### src/rtl/twisted_ring_counter.sv
// Parametrised Johnson / one-hot ring counter with direction, enable, checked
// parallel load, illegal-state self-correction, decoded phase and wrap/fault pulses.
module twisted_ring_counter #(
  parameter int WIDTH = 4,
  parameter int MODE  = 0,
  parameter int PW    = $clog2(2*WIDTH)
) (
  input  logic             Clock,
  input  logic             Reset,
  input  logic             Enable,
  input  logic             Dir,
  input  logic             Load,
  input  logic [WIDTH-1:0] Load_value,
  output logic [WIDTH-1:0] Count_out,
  output logic [PW-1:0]    Phase,
  output logic             Wrap,
  output logic             Fault
);

  localparam int N = (MODE == 1) ? WIDTH : 2*WIDTH;
  localparam logic [WIDTH-1:0] R0 = (MODE == 1) ? WIDTH'(1) : '0;

  logic [WIDTH-1:0] count_q, count_d;
  logic             wrap_q, wrap_d;
  logic             fault_q, fault_d;
  logic [PW-1:0]    phase_cur;
  logic             legal_cur, load_legal;
  logic [WIDTH-1:0] up_next, down_next;

  // Johnson patterns are exactly those with at most one 0/1 boundary between neighbours.
  function automatic logic is_legal(input logic [WIDTH-1:0] v);
    int ones;
    int edges;
    ones  = 0;
    edges = 0;
    for (int i = 0; i < WIDTH; i++) ones += int'(v[i]);
    for (int i = 0; i < WIDTH-1; i++) edges += int'(v[i] ^ v[i+1]);
    if (MODE == 1) return (ones == 1);
    return (edges <= 1);
  endfunction

  function automatic logic [PW-1:0] phase_of(input logic [WIDTH-1:0] v);
    int ones;
    int idx;
    ones = 0;
    idx  = 0;
    for (int i = 0; i < WIDTH; i++) begin
      if (v[i]) begin
        ones += 1;
        idx  = i;
      end
    end
    if (!is_legal(v)) return '0;
    if (MODE == 1) return PW'(idx);
    if (v[0]) return PW'(ones);
    if (ones == 0) return '0;
    return PW'(2*WIDTH - ones);
  endfunction

  always_comb begin
    phase_cur  = phase_of(count_q);
    legal_cur  = is_legal(count_q);
    load_legal = is_legal(Load_value);
    if (MODE == 1) begin
      up_next   = {count_q[WIDTH-2:0], count_q[WIDTH-1]};
      down_next = {count_q[0], count_q[WIDTH-1:1]};
    end else begin
      up_next   = {count_q[WIDTH-2:0], ~count_q[WIDTH-1]};
      down_next = {~count_q[0], count_q[WIDTH-1:1]};
    end
  end

  // Load beats correction, correction beats stepping; wrap only on a real step.
  always_comb begin
    count_d = count_q;
    wrap_d  = 1'b0;
    fault_d = 1'b0;
    if (Load) begin
      if (load_legal) begin
        count_d = Load_value;
      end else begin
        count_d = R0;
        fault_d = 1'b1;
      end
    end else if (!legal_cur) begin
      count_d = R0;
      fault_d = 1'b1;
    end else if (Enable) begin
      if (!Dir) begin
        count_d = up_next;
        wrap_d  = (phase_cur == PW'(N-1));
      end else begin
        count_d = down_next;
        wrap_d  = (phase_cur == '0);
      end
    end
  end

  always_ff @(posedge Clock or posedge Reset) begin
    if (Reset) begin
      count_q <= R0;
      wrap_q  <= 1'b0;
      fault_q <= 1'b0;
    end else begin
      count_q <= count_d;
      wrap_q  <= wrap_d;
      fault_q <= fault_d;
    end
  end

  assign Count_out = count_q;
  assign Phase     = phase_cur;
  assign Wrap      = wrap_q;
  assign Fault     = fault_q;

endmodule

### config.mk
export PLATFORM = sky130hd
export DESIGN_NAME = twisted_ring_counter
export DESIGN_NICKNAME = d
export VERILOG_FILES = /design/src/rtl/twisted_ring_counter.sv
export SDC_FILE = /design/constraint.sdc
export NUM_CORES = 1
export LEC_CHECK = 0
export ABC_AREA = 1
export BUFFER_PORTS_ARGS = -buffer_cell sky130_fd_sc_hd__buf_2
export CAP_MARGIN = 25
export CORE_MARGIN = 1
export CORE_UTILIZATION = 51
export CTS_BUF_LIST = sky130_fd_sc_hd__clkbuf_4
export DETAILED_ROUTE_END_ITERATION = 6
export GPL_TIMING_DRIVEN = 0
export PLACE_DENSITY = 0.82
export SLEW_MARGIN = 20
export SYNTH_ARGS = -nofsm -noshare
export SYNTH_HDL_FRONTEND = slang
export SYNTH_SLANG_ARGS = --single-unit
### constraint.sdc
create_clock -name Clock -period 5.5 [get_ports Clock]
set_input_delay 0.825 -clock Clock [delete_from_list [all_inputs] [get_ports Clock]]
set_output_delay 0.825 -clock Clock [all_outputs]
set_load 0.05 [all_outputs]
==> metrics.md <==
| Metric | Value |
|---|---|
| DRC errors left | 0 |
| Slew Limit Fails | 0 |
| Post-CTS sizing | 0 |
| Post-Syn Area | 737 um^2 |
| FF-to-FF Start | Count_out[0] |
| Final setup viols | 0 |
| CP cell instances | inv_1, ha_1, xor2_1, ha_1, nand2_1, nand2_1, inv_1, ha_1, inv_1, nand2_1, nand2_1, nand2_1, nand2_1, nand3_1, inv_1, buf_2 |
| Antenna violations before repair | 0 |
| Diodes inserted | 0 |
| Hold Crit Class | input pin to asynchronous set/reset pin |
| Clock transition at path regs | 0.05 ns |
| Max Clk Rate | 273 MHz |
| Fraction of layout cells with a size suffix above 1 | 29.9% |
| Crit path kind | flop to output port |
| Postcts setup bufs | 0 |
| Startpoint Class | flop |
| Count of final hold-check violations | 0 |
| EDFF count, synth | 0 |
| Via density | 4.92 |
| Post-synth ARST share | 100% |
| Metal3 WL | 47 um |
| Synth Warn # | 0 |
| Register Area | 150 um^2 |
| Post-route met1 wirelength | 691 um |
| Routed Antenna Nets | 0 |
| MaxCap Viol Count | 0 |
| Worst skew pair latency | 0.24 ns |
| Row count | 13 |
| First-pass GRT wire length | 2.40 mm |
| CTS sink count | 6 |
| Total CTS buffers | 3 |
| Post-synth top cells | nand2_1, inv_1, ha_1 |
| CP required | 4.68 ns |
| Worst Path Max Fanout | 9 |
| Layout overhead on the synthesized area | 17.1% |
| Fillers | 116 |
| Register area share after synthesis | 20.4% |
| Synth top area cells | dfrtp_1, nand2_1, ha_1 |
| CP max stage delay | 0.50 ns |
| Input/output buffers | 17 |
| Total track usage | 21.9% |
| DP Wirelength | 1.27 mm |
| Die width | 40.0 um |
| Mapped Nets | 124 |
| Synth cell types | 23 |
| H-tree depth | 1 |
| Worst slew pin tran | 0.289 ns |
| Wire per inst | 10.6 um |
| Syn avg cell area | 6.89 um^2 |
| Cts hold-fix bufs | 0 |
| First-iteration detailed-routing DRC count | 10 |
| Most common cell in the netlist | nand2_1 |
| Critical Path Sink Type | output port |
| Total congestion overflow | 0 |
| Post-synth top area cell | dfrtp_1 |
| Met2 Wirelength | 759 um |
| Die footprint | 0.00160 mm^2 |
| Vias in the first global route | 601 |
| Worst clock skew | 0.00450 ns |
| Most Frequent Cell on Critical Path | nand2_1 |
| Layout Nets | 146 |
| Initial Utilization | 55.9% |
| CP Launch Point | Count_out[0] |
| Seq cells post-synth | 6 |
| Top sig layer | met3 |
| Synth Flop Type | dfrtp_1 |
| CTS tree | built |
| Die H | 40.0 um |
| Final GP Congestion | 0.898 |
| Fin crit period | 3.66 ns |
| Root buf cell | clkbuf_4 |
| Pre-Repair DR Iteration Count | 4 |
| IO Count | 18 |
| CTS Buffer Depth | 2 |
| Crit path DAT | 2.84 ns |
| Core Box Area | 0.00132 mm^2 |
| Setup TNS | 0 ns |
| Proportion of netlist area held by the largest area contributor | 20.4% |
| Post-Synthesis Cells | 107 |
| RSZ-0062 raised after global routing | no |
| Fin crit share | 66.5% |
| CP max stage cell | dfrtp_1 |
| Largest net degree at the start of global routing | 10 |
| WL final | 1.50 mm |
| Worst slew margin | 80.7% |
| Status | finished clean |
| Vias | 698 |
| Area of the multi-input gates | 489 um^2 |
## stage by stage
stage / utilization, % / area [um^2] / hold slack [ns] / setup WS (ns) / cells
after floorplan: - / 737 / 0.616 / 1.93 / 107
after global placement: 63.8 / 841 / 0.657 / 2.15 / 139
after detailed placement: 63.8 / 841 / 0.653 / 2.11 / 139
after CTS: 65.5 / 863 / 0.495 / 1.84 / 142
after global routing: 65.5 / 863 / 0.518 / 1.61 / 142
final: 65.5 / 863 / 0.492 / 1.84 / 142
## area by class of cell
cell class | instances | area share (%)
Inverter | 21 | 10.0
Sequential cell | 6 | 17.4
Multi-Input combinational cell | 79 | 56.7
Buffer | 1 | 1.30
Tap cell | 15 | 2.17
Clock buffer | 3 | 2.61
Timing Repair Buffer | 17 | 9.86
## cells in the final DEF, fill, tap and decap left out
cell / instances
buf_6: 1
o211ai_1: 2
inv_8: 1
nand3b_1: 1
nor2_4: 2
nand2_2: 4
ha_1: 7
a22oi_1: 2
inv_1: 16
xnor2_1: 3
dfrtp_1: 6
nand3_2: 2
nor2_1: 3
buf_2: 17
fa_1: 1
o21ai_0: 5
clkbuf_4: 3
nand4_1: 1
nand3_1: 6
inv_2: 4
xor2_1: 1
nor2_2: 2
nand2_4: 2
nand2_1: 33
a21oi_1: 2
## worst max-delay path, delay by kind of cell, from the launching register on
kind          cells  cell delay, ns
fa+ha+maj         3            0.87
simple gates      7            0.48
xor+xnor          1            0.16
flops             1            0.50
buf+inv           5            0.56
## worst paths after layout
kind                                endpoint  slack (ns)  cells past startpoint
worst max-delay path                Phase[2]        1.84                     16
worst min-delay path                    Wrap        0.49                      2
worst max register to register          Wrap        2.88                     17
worst min register to register  Count_out[1]        0.66                      2
max in group asynchronous              Fault        4.81                      2
min in group Clock              Count_out[1]        0.66                      2
## state kept, by name, indices dropped and copies added (netlist names)
register   cells
Count_out      4
Fault          1
Wrap           1
## metal layers
| layer | GRT usage [%] | up-vias |
|---|---|---|
| li1 | - | 372 |
| met1 | 26.8 | 309 |
| met2 | 41.9 | 17 |
| met3 | 3.33 | 0 |
| met4 | 0 | 0 |
| met5 | 0 | - |
## cells by family after synthesis
kind of cell             Yosys count  synth area share [%]
adder cells (fa/ha/maj)            8                  14.6
flip-flops                         6                  20.4
AND/OR/NAND/NOR                   56                  38.2
XOR/XNOR                           4                  4.75
buffers and inverters             22                  13.2
AO/OA/AOI/OAI                     11                  8.83
Power is not shown: default switching activity piles up to over one toggle a cycle in this logic, so the estimate is an artifact.
